<file path="src/rtl/ibex_csr_bank_pkg.sv">
// Shared types and helpers for the CSR bank controller.
//   csr_op_e        : access operation encoding (READ/WRITE/SET/CLEAR)
//   bank_state_e    : controller FSM states
//   csr_new_value() : value a modifying access leaves in the slot
//   csr_op_modifies(): whether an access writes the slot at all
package ibex_csr_bank_pkg;

  typedef enum logic [1:0] {
    CSR_READ  = 2'd0,
    CSR_WRITE = 2'd1,
    CSR_SET   = 2'd2,
    CSR_CLEAR = 2'd3
  } csr_op_e;

  typedef enum logic [1:0] {
    ST_IDLE  = 2'd0,
    ST_READ  = 2'd1,
    ST_WRITE = 2'd2,
    ST_RESP  = 2'd3
  } bank_state_e;

  // Widest slot the helper supports; callers zero-extend and truncate.
  localparam int unsigned CsrMaxWidth = 64;

  function automatic logic [CsrMaxWidth-1:0] csr_new_value(
    input csr_op_e                op,
    input logic [CsrMaxWidth-1:0] old_val,
    input logic [CsrMaxWidth-1:0] wdata
  );
    logic [CsrMaxWidth-1:0] res;
    res = old_val;
    unique case (op)
      CSR_WRITE: res = wdata;
      CSR_SET:   res = old_val | wdata;
      CSR_CLEAR: res = old_val & ~wdata;
      default:   res = old_val;
    endcase
    return res;
  endfunction

  // SET/CLEAR with a zero operand cannot change the slot, so they are
  // treated as non-modifying (no write, no read-only error).
  function automatic logic csr_op_modifies(
    input csr_op_e op,
    input logic    wdata_nonzero
  );
    return (op == CSR_WRITE) ||
           (((op == CSR_SET) || (op == CSR_CLEAR)) && wdata_nonzero);
  endfunction

endpackage

</file>
<file path="src/rtl/ibex_csr_slot.sv">
// One CSR storage slot.
// Optional macro: IBEX_CSR_BANK_SHADOW_EN adds an inverted shadow copy and
// drives mismatch_o when value and shadow disagree; otherwise mismatch_o=0.
// Ports:
//   clk_i, rst_i : clock, synchronous active-high reset
//   we_i         : commit wdata_i this cycle
//   wdata_i      : new slot value
//   rdata_o      : current slot value
//   mismatch_o   : value/shadow integrity mismatch
module ibex_csr_slot
  import ibex_csr_bank_pkg::*;
#(
  parameter int unsigned       Width      = 32,
  parameter logic [Width-1:0]  ResetValue = '0
) (
  input  logic             clk_i,
  input  logic             rst_i,
  input  logic             we_i,
  input  logic [Width-1:0] wdata_i,
  output logic [Width-1:0] rdata_o,
  output logic             mismatch_o
);

  logic [Width-1:0] value_q;

  always_ff @(posedge clk_i) begin
    if (rst_i) begin
      value_q <= ResetValue;
    end else if (we_i) begin
      value_q <= wdata_i;
    end
  end

  assign rdata_o = value_q;

`ifdef IBEX_CSR_BANK_SHADOW_EN
  logic [Width-1:0] shadow_q;

  always_ff @(posedge clk_i) begin
    if (rst_i) begin
      shadow_q <= ~ResetValue;
    end else if (we_i) begin
      shadow_q <= ~wdata_i;
    end
  end

  assign mismatch_o = (value_q != ~shadow_q);
`else
  assign mismatch_o = 1'b0;
`endif

endmodule

</file>
<file path="src/rtl/ibex_csr_bank_ctrl.sv">
// Requester-side controller for a bank of NumRegs CSR slots. Accepts one
// access at a time, runs IDLE -> READ -> WRITE -> RESP and returns the
// slot's previous value plus an error flag.
// Optional macro: IBEX_CSR_BANK_SHADOW_EN enables per-slot shadow integrity
// checking and the sticky alert_o; when undefined alert_o is tied to 0.
// Ports:
//   clk_i, rst_i                 : clock, synchronous active-high reset
//   req_valid_i / req_ready_o    : request handshake
//   req_addr_i, req_op_i, req_wdata_i : slot index (MSB = out of range), op, operand
//   rsp_valid_o / rsp_ready_i    : response handshake
//   rsp_rdata_o, rsp_err_o       : old slot value, access error
//   alert_o                      : sticky integrity alert
//   busy_o                       : FSM not in IDLE
module ibex_csr_bank_ctrl
  import ibex_csr_bank_pkg::*;
#(
  parameter int unsigned        NumRegs      = 8,
  parameter int unsigned        Width        = 32,
  parameter logic [Width-1:0]   ResetValue   = '0,
  parameter logic [NumRegs-1:0] ReadOnlyMask = '0,
  localparam int unsigned       AddrW        = $clog2(NumRegs) + 1
) (
  input  logic             clk_i,
  input  logic             rst_i,
  input  logic             req_valid_i,
  output logic             req_ready_o,
  input  logic [AddrW-1:0] req_addr_i,
  input  logic [1:0]       req_op_i,
  input  logic [Width-1:0] req_wdata_i,
  output logic             rsp_valid_o,
  input  logic             rsp_ready_i,
  output logic [Width-1:0] rsp_rdata_o,
  output logic             rsp_err_o,
  output logic             alert_o,
  output logic             busy_o
);

  bank_state_e      state_q, state_d;
  logic [AddrW-1:0] addr_q;
  csr_op_e          op_q;
  logic [Width-1:0] wdata_q;
  logic [Width-1:0] rdata_q;
  logic             err_q;

  logic [Width-1:0] slot_value [NumRegs];
  logic [NumRegs-1:0] slot_mismatch;
  logic [NumRegs-1:0] slot_we;

  logic [Width-1:0] sel_value;
  logic             sel_mismatch;
  logic             sel_ro;
  logic             in_range;
  logic             modifies;
  logic             access_err;
  logic             commit;
  logic [Width-1:0] new_value;

  // Slot storage
  for (genvar i = 0; i < NumRegs; i++) begin : gen_slot
    assign slot_we[i] = commit && (addr_q == AddrW'(i));

    ibex_csr_slot #(
      .Width      (Width),
      .ResetValue (ResetValue)
    ) u_slot (
      .clk_i      (clk_i),
      .rst_i      (rst_i),
      .we_i       (slot_we[i]),
      .wdata_i    (new_value),
      .rdata_o    (slot_value[i]),
      .mismatch_o (slot_mismatch[i])
    );
  end

  // Compare-based select so an out-of-range index never reaches an array bound.
  always_comb begin
    sel_value    = '0;
    sel_mismatch = 1'b0;
    sel_ro       = 1'b0;
    for (int i = 0; i < NumRegs; i++) begin
      if (addr_q == AddrW'(i)) begin
        sel_value    = slot_value[i];
        sel_mismatch = slot_mismatch[i];
        sel_ro       = ReadOnlyMask[i];
      end
    end
  end

  assign in_range   = (addr_q < AddrW'(NumRegs));
  assign modifies   = csr_op_modifies(op_q, |wdata_q);
  assign access_err = !in_range || (sel_ro && modifies) || sel_mismatch;
  // err_q already covers range, read-only and integrity, so it gates the commit alone.
  assign commit     = (state_q == ST_WRITE) && !err_q && modifies;
  assign new_value  = Width'(csr_new_value(op_q, CsrMaxWidth'(rdata_q),
                                           CsrMaxWidth'(wdata_q)));

  // FSM state register
  always_ff @(posedge clk_i) begin
    if (rst_i) begin
      state_q <= ST_IDLE;
    end else begin
      state_q <= state_d;
    end
  end

  // Next state and handshake outputs
  always_comb begin
    state_d     = state_q;
    req_ready_o = 1'b0;
    rsp_valid_o = 1'b0;
    unique case (state_q)
      ST_IDLE: begin
        req_ready_o = 1'b1;
        if (req_valid_i) state_d = ST_READ;
      end
      ST_READ:  state_d = ST_WRITE;
      ST_WRITE: state_d = ST_RESP;
      ST_RESP: begin
        rsp_valid_o = 1'b1;
        if (rsp_ready_i) state_d = ST_IDLE;
      end
      default:  state_d = ST_IDLE;
    endcase
  end

  // Request latch (IDLE) and old-value / error capture (READ)
  always_ff @(posedge clk_i) begin
    if (rst_i) begin
      addr_q  <= '0;
      op_q    <= CSR_READ;
      wdata_q <= '0;
      rdata_q <= '0;
      err_q   <= 1'b0;
    end else begin
      if ((state_q == ST_IDLE) && req_valid_i) begin
        addr_q  <= req_addr_i;
        op_q    <= csr_op_e'(req_op_i);
        wdata_q <= req_wdata_i;
      end
      if (state_q == ST_READ) begin
        rdata_q <= in_range ? sel_value : '0;
        err_q   <= access_err;
      end
    end
  end

`ifdef IBEX_CSR_BANK_SHADOW_EN
  logic alert_q;

  always_ff @(posedge clk_i) begin
    if (rst_i) begin
      alert_q <= 1'b0;
    end else if ((state_q == ST_READ) && sel_mismatch) begin
      alert_q <= 1'b1;
    end
  end

  assign alert_o = alert_q;
`else
  assign alert_o = 1'b0;
`endif

  assign rsp_rdata_o = rdata_q;
  assign rsp_err_o   = err_q;
  assign busy_o      = (state_q != ST_IDLE);

endmodule

</file>
<file path="config.mk">
export PLATFORM = sky130hd
export DESIGN_NAME = ibex_csr_bank_ctrl
export DESIGN_NICKNAME = d
export VERILOG_FILES = /design/src/rtl/ibex_csr_bank_pkg.sv /design/src/rtl/ibex_csr_slot.sv /design/src/rtl/ibex_csr_bank_ctrl.sv
export SDC_FILE = /design/constraint.sdc
export NUM_CORES = 1
export LEC_CHECK = 0
export ABC_AREA = 1
export BUFFER_PORTS_ARGS = -buffer_cell sky130_fd_sc_hd__buf_2
export CAP_MARGIN = 20
export CORE_MARGIN = 2
export CORE_UTILIZATION = 55
export DETAILED_ROUTE_END_ITERATION = 8
export GPL_TIMING_DRIVEN = 0
export PLACE_DENSITY = 0.77
export SKIP_LAST_GASP = 1
export SLEW_MARGIN = 20
export SYNTH_ARGS = -nofsm -noshare
export SYNTH_HDL_FRONTEND = slang
export SYNTH_SLANG_ARGS = --single-unit
</file>
<file path="constraint.sdc">
create_clock -name clk_i -period 2.2 [get_ports clk_i]
set_clock_uncertainty 0.1 [all_clocks]
set_input_delay 0.22 -clock clk_i [delete_from_list [all_inputs] [get_ports clk_i]]
set_output_delay 0.22 -clock clk_i [all_outputs]
set_load 0.02 [all_outputs]
</file>
# Word level (Yosys, flattened, before mapping)
# Index checks and enable logic that the tools add are counted.
dict set report word_totals {
  ff_bits 329
  input_bits 42
  out_inout_bits 37
  elab_cells 69
}
dict set report classes {
  n_lt_le_gt_ge 1
  eq_ne 15
  n_mux 15
  bitwise_logic 3
  n_reduce_logical 21
}
# operator count
set ops {}
lappend ops {{two-way mux 32 bit} 9}
lappend ops {{case mux 32 bit (3 select lines)} 1}
lappend ops {{AND 32 bit} 1}
lappend ops {{inverter 32 bit} 1}
lappend ops {{OR 32 bit} 1}
lappend ops {{OR reduction 32 bit} 1}
lappend ops {{== test 4 x 3 -> 1 bit (second input constant)} 4}
lappend ops {{logical AND 1 bit} 12}
lappend ops {{== test 2 bit (second input constant)} 4}
lappend ops {{== test 4 x 2 -> 1 bit (second input constant)} 2}
lappend ops {{case mux 2 bit (4 select lines)} 1}
lappend ops {{== test 2 x 1 -> 1 bit (second input constant)} 2}
lappend ops {{== test 4 x 1 -> 1 bit (second input constant)} 1}
lappend ops {{logical NOT 4 bit} 1}
lappend ops {{< comparator 4 bit (second input constant)} 1}
lappend ops {{two-way mux 2 bit} 2}
lappend ops {{!= test 2 bit (second input constant)} 2}
lappend ops {{logical NOT 1 bit} 2}
lappend ops {{logical NOT 2 bit} 1}
lappend ops {{logical OR 1 bit} 2}
lappend ops {{two-way mux 1 bit} 2}
lappend ops {{AND reduction 2 bit} 1}
lappend ops {{nonzero test 2 bit} 1}

# Logic depth before layout (Yosys ltp)
# Gate-level depths: netlist of run 1.
dict set report depth {
  depth_word 10
  depth_mapped 12
  mapped_depth_nobuf 10
}

# Cells and area by module
# A second synthesis of run 1 with hierarchy kept.
dict set report unflattened {
  cells_unflattened 2550
  hier_area_um2 16176.8
}
# mod n_inst cells_each area_per_inst_um2 seq_area_each_um2
set by_module_without_submodules {}
lappend by_module_without_submodules {ibex_csr_slot 8 205 1350.0 640.6}
lappend by_module_without_submodules {ibex_csr_bank_ctrl 1 910 5376.4 1461.4}

# Least setup slack after synthesis of run 1
# OpenSTA, ideal clock, no wires.
dict set report synth_timing {
  kind {reg-to-reg}
  startpoint {register state_q[0]}
  endpoint {register addr_q[1]}
  setup_ps 70
  t_arrival_ps 1542
  t_required_ps 2030
  setup_slack_ps 488
  path_stages_with_launch 8
  n_path_buf 2
  synth_period_minus_slack_ps 1712
  path_cell_list {dfxtp_1 -> inv_1 -> ha_1 -> nand2_1 -> clkbuf_1 -> clkbuf_1 -> o21ai_0 -> a21oi_1}
}
dict set report synth_via {
  elab_chain_cells 2
}
# element line
set synth_lines {}
lappend synth_lines {{start: declaration} ibex_csr_bank_ctrl.sv:38} ;# bank_state_e state_q, state_d;
lappend synth_lines {{start signal: assignment} ibex_csr_bank_ctrl.sv:102} ;# state_q <= state_d;
lappend synth_lines {{logical NOT 2 bit} ibex_csr_bank_ctrl.sv:135} ;# if ((state_q == ST_IDLE) && req_valid_i) begin
lappend synth_lines {{logical AND 1 bit} ibex_csr_bank_ctrl.sv:135}
lappend synth_lines {{end signal: assignment} ibex_csr_bank_ctrl.sv:136} ;# addr_q <= req_addr_i;
lappend synth_lines {{end: declaration} ibex_csr_bank_ctrl.sv:39} ;# logic [AddrW-1:0] addr_q;
# No other way between the ends.
# A chain may end at the register's enable or synchronous reset.

# Worst setup path in the final report of run 1
dict set report layout_timing {
  startpoint {register op_q[1]}
  endpoint {register gen_slot[4].u_slot.value_q[1]}
}
dict set report layout_via {
  elab_chain_cells 6
  word_cells_on_any_way 9
  cone_classes {3 x eq/ne; 1 x mux; 5 x reduce/logical}
}
# element line
set layout_lines {}
lappend layout_lines {{start: declaration} ibex_csr_bank_ctrl.sv:40} ;# csr_op_e op_q;
lappend layout_lines {{start signal: assignment} ibex_csr_bank_ctrl.sv:137} ;# op_q <= csr_op_e'(req_op_i);
lappend layout_lines {{== test 2 bit} {ibex_csr_bank_pkg.sv:32, ibex_csr_bank_pkg.sv:48}}
lappend layout_lines {{logical OR 1 bit} ibex_csr_bank_pkg.sv:48} ;# (((op == CSR_SET) || (op == CSR_CLEAR)) && wdata_nonzero);
lappend layout_lines {{logical AND 1 bit} ibex_csr_bank_pkg.sv:48}
lappend layout_lines {{logical OR 1 bit} ibex_csr_bank_pkg.sv:47} ;# return (op == CSR_WRITE) ||
lappend layout_lines {{logical AND 1 bit} ibex_csr_bank_ctrl.sv:93} ;# assign commit = (state_q == ST_WRITE) && !err_q && modifies;
lappend layout_lines {{logical AND 1 bit} ibex_csr_bank_ctrl.sv:60} ;# assign slot_we[i] = commit && (addr_q == AddrW'(i));
lappend layout_lines {{end signal: assignment} ibex_csr_slot.sv:28} ;# value_q <= ResetValue;
lappend layout_lines {{end signal: assignment} ibex_csr_slot.sv:30} ;# value_q <= wdata_i;
lappend layout_lines {{end: declaration} ibex_csr_slot.sv:24} ;# logic [Width-1:0] value_q;
# Several ways; a longest one is shown, not always the timed one.

==> results_dict.tcl, run 1 <==
set metrics [dict create \
    status "finished with violations" \
    violations "setup timing" \
    track_usage 0.3298 \
    yosys.area_share.simple 0.3611 \
    p_leak_uw 0.01064 \
    fin_util 0.6859 \
    ys_seq_area_frac 0.4090 \
    rsz0062_at_grt "true" \
    worst_slew_pin_slew_ps 943.3 \
    vias 17350 \
    power_uw 19270 \
    dp.cells 3076 \
    first_pass_iters 9 \
    placementRows 62 \
    p_int_uw 11880 \
    root_buffer "clkbuf_16" \
    portBuffers 76 \
    final_common_cell "nand2_1" \
    combPwrFrac 0.328 \
    syn_avg_cell_area_um2 6.156 \
    path_max_fanout 10 \
    cp-start-kind "flop" \
    numCtsBuffers 37 \
    first_iter_violations 2097 \
    cap_viol_max_count 0 \
    clkLatencyLatePin_ps 540 \
    synth_edf_count 0 \
    dieArea_um2 30660 \
    die_h_um 175.1 \
    ys_types 27 \
    clkSinkCount 329 \
    synth_top_cell_area_share 0.4090 \
    final_cell_area_um2 19740 \
    die_width_um 175.1 \
    p_clk_frac 0.324 \
    fin_nets 2864 \
    wirelength_um 55450 \
    crit_type "reg -> reg" \
    synth_compound_area_frac 0.08741 \
    htreeDepth 2 \
    netlist_area_um2 16100 \
    swShare 0.3833 \
    grt.overflow.total 0 \
    final_cell_mix "nand2_1, nor2_1, inv_1" \
    setup_violations 65 \
    synth_top_area_cell "dfxtp_1" \
    critPathRequiredTime_ps 2550 \
    cts_buffer_depth 3 \
    antenna_found_initial 1 \
    ir_drop_mv 0.8826 \
    ys_ff_latch 329 \
    gp_congestion 0.9431 \
    antenna_left 0 \
    synthAdderAreaFrac 0.003108 \
    synth_nets 2662 \
    synthFlopType "dfxtp_1" \
    instances_no_fill 3225 \
    floorplan.initialDensity 0.5595 \
    drive_above_1_share 0.1218 \
    slew_violations 0 \
    place_area_um2 16960 \
    grt_pass1_vias 15230 \
    synth_area_leaders "dfxtp_1, nand2_1, nor2_1" \
    avgRoutedWirePerCell_um 17.19 \
    whs_ps 48.54 \
    area_growth_pct 22.59 \
    power.switching_uw 7385 \
    grt_pass1_wl_um 80330 \
    clk_pin_slew_worst_paths_ps 70 \
    dpl.hpwl_um 35290 \
    critPathArrivalTime_ps 2670 \
    slew_headroom 0.3711 \
    min_period_ps 2312 \
    hold_violations 0 \
    syn_inst 2616 \
    synth_mux_area_frac 0 \
    setup_ws_ps -112.5 \
    async_reset_ff_frac 0 \
    core_um2 28780 \
    hp-class "in -> reg" \
    route.detailed.drc 0 \
    yosysWarningCount 0 \
    cellPowerDensity_nw_per_um2 976.0 \
    p_seq_frac 0.348 \
    vias_per_cell 5.380 \
    fillers 2390 \
    synth_top_family_by_area "simple AND/OR/NAND/NOR gates" \
    ios 79 \
    cts_tree "built" \
    critical_path.endpoint_type "flop" \
    max_freq_mhz 432.4 \
    grt_max_degree 13 \
    fin_crit_sh 1.051 \
    synthXorXnorAreaFrac 0.0005439 \
]
[area by class of cell]
type / instances / area [um2] / share of cell area
antenna: 1 / 2.502 / 0.0001268
inverter: 399 / 1506 / 0.07631
tap: 384 / 480.5 / 0.02434
clock inverter: 9 / 133.9 / 0.006782
buffer: 146 / 1006 / 0.05096
timing repair buffer: 165 / 1378 / 0.06979
multi-input combinational: 1740 / 7582 / 0.3841
sequential: 329 / 6588 / 0.3337
clock buffer: 52 / 1064 / 0.05388
[kinds of logic after synthesis]
logic type | after synthesis
simple gates | 1458
buf+inv | 550
flops | 329
compound gates | 273
fa+ha+maj | 4
xor+xnor | 1
other cells | 1
[critical path, cell delays in order (launching register included)]
cell	delay (ps)
dfxtp_2	320
buf_6	130
inv_6	50
nor2_4	140
nand4_1	200
nor3_4	330
buf_6	160
nand2_8	90
nand3_4	200
buf_4	220
nor2_1	70
nor2_1	220
[layer usage]
metal | vias to the layer above | share of wire | track usage
met3 | 232 | 0.10 | 0.04199
met2 | 1013 | 0.45 | 0.5369
met4 | 0 | 0.060 | 0.1628
met1 | 7852 | 0.39 | 0.4323
met5 | - | 0 | 0
li1 | 8253 | - | -
[synthesized netlist by cell type (all sizes together), types with 3 or more instances]
cell and n:
buf 78, o22ai 31, a21oi 133, nand4 3, inv 398, ha 4, nor2 529, nor3 9
o21ai 108, clkbuf 73, nand2 777, nand3 139, dfxtp 329
[power groups by stage]
stage | clock (uW) | sequential (uW) | combinational, uW
2_1_floorplan | 0 | 6850 | 3410
3_3_place_gp | 0 | 6770 | 5250
3_5_place_dp | 0 | 6790 | 5330
4_1_cts | 6230 | 6660 | 5580
5_1_grt | 6460 | 6740 | 6800
6_report | 6240 | 6710 | 6320
[state kept, by name (all words and copies together), names as in the netlist]
signal,flops
rsp_rdata_o,32
gen_slot.u_slot.rdata_o,256
state_q,2
rsp_err_o,1
addr_q,4
op_q,2
wdata_q,32
[through the flow]
stage	setup TNS, ps	setup WS [ps]
2_1_floorplan	0	487.7
3_3_place_gp	-60250	-411.2
3_5_place_dp	-65140	-407.6
4_1_cts	0	4.308
5_1_grt	-13620	-158.6
6_report	-1820	-112.5
[path summary, 6_finish.rpt]
kind	from	endpoint	slack, ps	depth (start not counted)
setup / recovery	op_q[1]$_SDFFE_PP0P_	gen_slot[4].u_slot.rdata_o[1]$_SDFFE_PP0P_	-110	11
hold / removal	req_addr_i[0]	addr_q[0]$_SDFFE_PP0P_	50	3
hold reg to reg	wdata_q[25]$_SDFFE_PP0P_	wdata_q[25]$_SDFFE_PP0P_	370	2
setup reg to reg	op_q[1]$_SDFFE_PP0P_	gen_slot[4].u_slot.rdata_o[1]$_SDFFE_PP0P_	-110	11
[what timing repair did]
item | 4_1_cts | 5_1_grt
buffers inserted | 7 | 36
gates cloned | 0 | 11
hold buffers | 39 | 0
setup endpoints to repair | 298 | 292
gates resized for setup | 46 | 162
hold endpoints to repair | 38 | 0
pin swaps | 5 | 23
No activity file was read; power rests on OpenSTA's default activity.
==> inputs of run 2 (changes only) <==
--- a/config.mk
+++ b/config.mk
@@ -13,8 +13,9 @@
 export DETAILED_ROUTE_END_ITERATION = 8
 export GPL_TIMING_DRIVEN = 0
 export PLACE_DENSITY = 0.77
+export SKIP_CTS_REPAIR_TIMING = 1
 export SKIP_LAST_GASP = 1
-export SLEW_MARGIN = 20
+export SLEW_MARGIN = 5
 export SYNTH_ARGS = -nofsm -noshare
 export SYNTH_HDL_FRONTEND = slang
 export SYNTH_SLANG_ARGS = --single-unit
==> run 2 against run 1 <==
Against the previous run: the run still ends with setup timing left; critical path depth increased by 1; via count fell by 1.7%; count of clock-buffer cells in the layout unchanged; worst hold slack got worse by 27 ps; clock power about the same.
==> results_dict.tcl, run 2 (synthesis gave the netlist of run 1 again) <==
set metrics [dict create \
    status "finished with violations" \
    violations "setup timing" \
    cellPowerDensity_nw_per_um2 981.3 \
    setup_ws_ps -145.8 \
    final_common_cell "nand2_1" \
    rsz0062_at_grt "true" \
    dpl.hpwl_um 35290 \
    hp-class "in -> reg" \
    max_freq_mhz 426.3 \
    clk_pin_slew_worst_paths_ps 60 \
    setup_violations 251 \
    die_h_um 175.1 \
    r2r-start "op_q[1]$_SDFFE_PP0P_" \
    grt_pass1_vias 14790 \
    critPathArrivalTime_ps 2720 \
    area_growth_pct 20.63 \
    fin_nets 2847 \
    avgRoutedWirePerCell_um 16.66 \
    critPathMaxStageDelay_ps 350 \
    whs_ps 21.84 \
    route.detailed.drc 0 \
    seq_area_um2 6588 \
    fin_crit_sh 1.066 \
    slowest_stage "nor3_2" \
    largest_reg_flops 256 \
    final_cell_mix "nand2_1, nor2_1, inv_1" \
    place_ws_ps -407.6 \
    gp_congestion 0.9431 \
    cts_tree "built" \
    ir_drop_mv 0.8829 \
    hold_path_startpoint "rsp_ready_i" \
    placementRows 62 \
    timing.setup.tns_ps -17100 \
    critPathTopFamily "simple AND/OR/NAND/NOR gates" \
    portBuffers 76 \
    slew_headroom 0.3956 \
    die_width_um 175.1 \
    numCtsBuffers 37 \
    p_leak_uw 0.01049 \
    vias 17060 \
    worstPathCellList "buf_6 > inv_6 > nor2_4 > nand4_1 > nor3_2 > nand2_4 > buf_12 > nand3_4 > buf_8 > clkbuf_16 > nor2_1 > nor2_1" \
    place_area_um2 16960 \
    critPathRequiredTime_ps 2580 \
    clkLatencyLatePin_ps 540 \
    grt_max_degree 13 \
    cp-start-kind "flop" \
    wirelength_um 53440 \
    grt.overflow.total 0 \
    cpMostUsedCell "nor2_1" \
    critical_path.endpoint_type "flop" \
    core_um2 28780 \
    first_pass_iters 6 \
    final_cell_area_um2 19420 \
    antenna_left 0 \
    cp_num_buf_inv 5 \
    clkSinkCount 329 \
    diodes 0 \
    cap_viol_max_count 0 \
    multi_input_area_um2 7555 \
    drive_above_1_share 0.1173 \
    min_period_ps 2346 \
    root_buffer "clkbuf_16" \
    hold_violations 0 \
    startpoint "op_q[1]$_SDFFE_PP0P_" \
    htreeDepth 2 \
    crit_type "reg -> reg" \
    cts_buffer_depth 3 \
    floorplan.initialDensity 0.5595 \
    dieArea_um2 30660 \
    path_max_fanout 8 \
    slew_violations 0 \
    ios 79 \
    track_usage 0.3207 \
    first_iter_violations 2041 \
    worst_slew_pin_slew_ps 906.6 \
    grt_pass1_wl_um 77980 \
    vias_per_cell 5.318 \
    fillers 2457 \
    antenna_found_initial 0 \
]
## run 2: cell count changes in the layout (fill, tap and decap cells not counted), sizes merged
| cell | previous run | this run |
|---|---|---|
| dlygate4sd3 | 39 | 38 |
| nand2 | 778 | 777 |
| diode | 1 | 0 |
| clkbuf | 132 | 133 |
| buf | 192 | 176 |
## run 2: power by group
| group | total, uW | internal, uW | switching (uW) | leakage (uW) |
|---|---|---|---|---|
| Combinational | 6130 | 1660 | 4470 | 0.00724 |
| Sequential | 6700 | 6410 | 283 | 0.00266 |
| Clock | 6230 | 3710 | 2520 | 0.000586 |
| Total | 19100 | 11800 | 7280 | 0.0105 |
## run 2: worst paths after layout
path / end / slack (ps) / depth (start not counted)
min reg2reg: rsp_rdata_o[7]$_SDFFE_PP0N_ / 380 / 2
max reg2reg: gen_slot[4].u_slot.rdata_o[24]$_SDFFE_PP0P_ / -150 / 12
max: gen_slot[4].u_slot.rdata_o[24]$_SDFFE_PP0P_ / -150 / 12
min: state_q[1]$_SDFFE_PP0P_ / 20 / 3
## run 2: area by class of cell
class                   count  share of cell area
plain buffers             149             0.05095
flip-flops and latches    329              0.3391
clock buffers              52             0.05475
repair buffers            146             0.05694
inverters                 399             0.07768
well taps                 384             0.02473
clock inverters             9            0.006892
multi-input cells        1739              0.3889
## run 2: per-stage QoR
stage,total power [uW],util,cells
after global placement,12020,0.5894,3076
after floorplan,10260,-,2616
after CTS,18270,0.6310,3137
final,19060,0.6749,3207
after global routing,19820,0.6749,3207
after detailed placement,12120,0.5894,3076
## run 2: tightest hold or removal path, stage by stage
cell,delay (ps)
buf_2,80
o22ai_1,140
a21oi_1,180
## run 2: routing by layer
layer	GRT usage	up-vias	share of wire
met5	0	-	0
met4	0.1566	0	0.049
met3	0.03764	192	0.095
met2	0.5157	923	0.45
met1	0.4282	7740	0.40
li1	-	8200	-
==> inputs of run 3 (changes only) <==
--- a/config.mk
+++ b/config.mk
@@ -12,7 +12,7 @@
 export CORE_UTILIZATION = 55
 export DETAILED_ROUTE_END_ITERATION = 8
 export GPL_TIMING_DRIVEN = 0
-export PLACE_DENSITY = 0.77
+export PLACE_DENSITY = 0.71
 export SKIP_CTS_REPAIR_TIMING = 1
 export SKIP_LAST_GASP = 1
 export SLEW_MARGIN = 5
==> run 3 against run 2 <==
Against the previous run: the flow finishes with violations (hold timing, setup timing); global-route usage increased by 1.1 points; core utilization decreased by 0.23 points; maximum frequency increased by 6.6%; largest cell class unchanged; largest power group unchanged.
==> results_dict.tcl, run 3 (synthesis gave the netlist of run 1 again) <==
set metrics [dict create \
    grt_max_degree 13 \
    ff2ff_setup_slack_ps -0.2 \
    worst_slew_pin_slew_ps 893.9 \
    status "finished with violations" \
    grt_pass1_vias 15000 \
    hold_violations 4 \
    hp-class "in -> reg" \
    root_buffer "clkbuf_16" \
    htreeDepth 2 \
    path_max_fanout 10 \
    crit_type "reg -> reg" \
    cp_num_buf_inv 4 \
    cap_viol_max_count 0 \
    clk_pin_slew_worst_paths_ps 60 \
    first_pass_iters 5 \
    area_growth_pct 20.22 \
    grt.overflow.total 0 \
    antenna_found_initial 0 \
    final_common_cell "nand2_1" \
    multi_input_area_um2 7602 \
    timing.setup.tns_ps -0.2021 \
    portBuffers 76 \
    cts_tree "built" \
    die_width_um 175.1 \
    setup_violations 1 \
    antenna_left 0 \
    cp-start-kind "flop" \
    grt_pass1_wl_um 80210 \
    cellPowerDensity_nw_per_um2 975.6 \
    cts_buffer_depth 3 \
    whs_ps -58.88 \
    core_um2 28780 \
    final_cell_area_um2 19360 \
    slew_headroom 0.4041 \
    dpl.hpwl_um 36220 \
    numCtsBuffers 37 \
    ir_drop_mv 0.5568 \
    largest_reg_flops 256 \
    place_area_um2 16980 \
    fin_nets 2845 \
    violations "hold timing, setup timing" \
    clkSinkCount 329 \
    dieArea_um2 30660 \
    vias_per_cell 5.251 \
    fin_crit_sh 1.000 \
    first_iter_violations 1855 \
    ios 79 \
    gp_congestion 0.8927 \
    diodes 0 \
    critPathMaxStageDelay_ps 410 \
    critical_path.endpoint_type "flop" \
    slew_violations 0 \
    p_leak_uw 0.01046 \
    vias 16850 \
    drive_above_1_share 0.1172 \
    max_freq_mhz 454.5 \
    critPathTopFamily "buffers and inverters" \
    setup_ws_ps -0.2021 \
    clkLatencyLatePin_ps 540 \
    fillers 2577 \
    avgRoutedWirePerCell_um 16.71 \
    slowest_stage "clkbuf_4" \
    worstPathCellList "buf_6 > buf_4 > xnor2_2 > clkbuf_4 > o21ai_1 > buf_6 > nor2_1 > nor2_1" \
    die_h_um 175.1 \
    seq_area_um2 6586 \
    route.detailed.drc 0 \
    track_usage 0.3316 \
    floorplan.initialDensity 0.5595 \
    placementRows 62 \
    final_cell_mix "nand2_1, nor2_1, inv_1" \
    wirelength_um 53610 \
    critPathRequiredTime_ps 2510 \
    rsz0062_at_grt "true" \
    critPathArrivalTime_ps 2510 \
    min_period_ps 2200 \
]
[run 3: changes by cell type in the layout (fill, tap and decap cells not counted), moves of 4 or more]
cell | previous run | this run
buf_4 | 39 | 34
buf_6 | 24 | 28
buf_8 | 10 | 6
clkbuf_2 | 25 | 30
clkbuf_4 | 5 | 11
dlygate4sd3_1 | 38 | 34
nand2_1 | 769 | 773
nand2_2 | 7 | 3
[run 3: metrics by stage]
| step | utilization | hold WS [ps] | power (uW) | setup slack (ps) | cells |
|---|---|---|---|---|---|
| after floorplan | - | 279.9 | 10260 | 487.7 | 2616 |
| after CTS | 0.6291 | -166.5 | 18050 | -362.2 | 3142 |
| after detailed placement | 0.5898 | 373.2 | 12210 | -351.7 | 3077 |
| after global routing | 0.6726 | 2.589 | 19680 | -99.83 | 3209 |
| after global placement | 0.5894 | 362.2 | 12120 | -377.0 | 3076 |
| final | 0.6726 | -58.88 | 18890 | -0.2021 | 3209 |
[run 3: layout make-up]
type                    count  share of cell area
multi-input cells        1742              0.3927
repair buffers            140             0.05436
clock buffers              60             0.05649
clock inverters             5            0.001874
flip-flops and latches    329              0.3402
well taps                 384             0.02482
plain buffers             150             0.05184
inverters                 399             0.07769
[run 3: path summary, 6_finish.rpt]
kind	start	to	depth (start not counted)
worst max register to register	op_q[1]$_SDFFE_PP0P_	gen_slot[0].u_slot.rdata_o[22]$_SDFFE_PP0P_	8
worst min-delay path	req_wdata_i[24]	wdata_q[24]$_SDFFE_PP0P_	3
worst min register to register	wdata_q[27]$_SDFFE_PP0P_	wdata_q[27]$_SDFFE_PP0P_	2
worst max-delay path	op_q[1]$_SDFFE_PP0P_	gen_slot[0].u_slot.rdata_o[22]$_SDFFE_PP0P_	8
[run 3: where the power goes]
part | internal [uW] | switching (uW) | leakage [uW]
logic | 1770 | 4500 | 0.00725
clock network | 3400 | 2520 | 0.000553
registers | 6410 | 289 | 0.00266
[run 3: routing by layer]
metal	vias to the layer above	GRT usage	wire length, um
li1	8217	-	-
met1	7663	0.4400	22200
met2	790	0.5346	24320
met3	179	0.05200	4466
met4	0	0.1451	2632
met5	-	0	0
[run 3: worst min-delay path, delay by kind of cell]
kind,cells,cell delay [ps]
compound gates,2,220
buf+inv,1,80
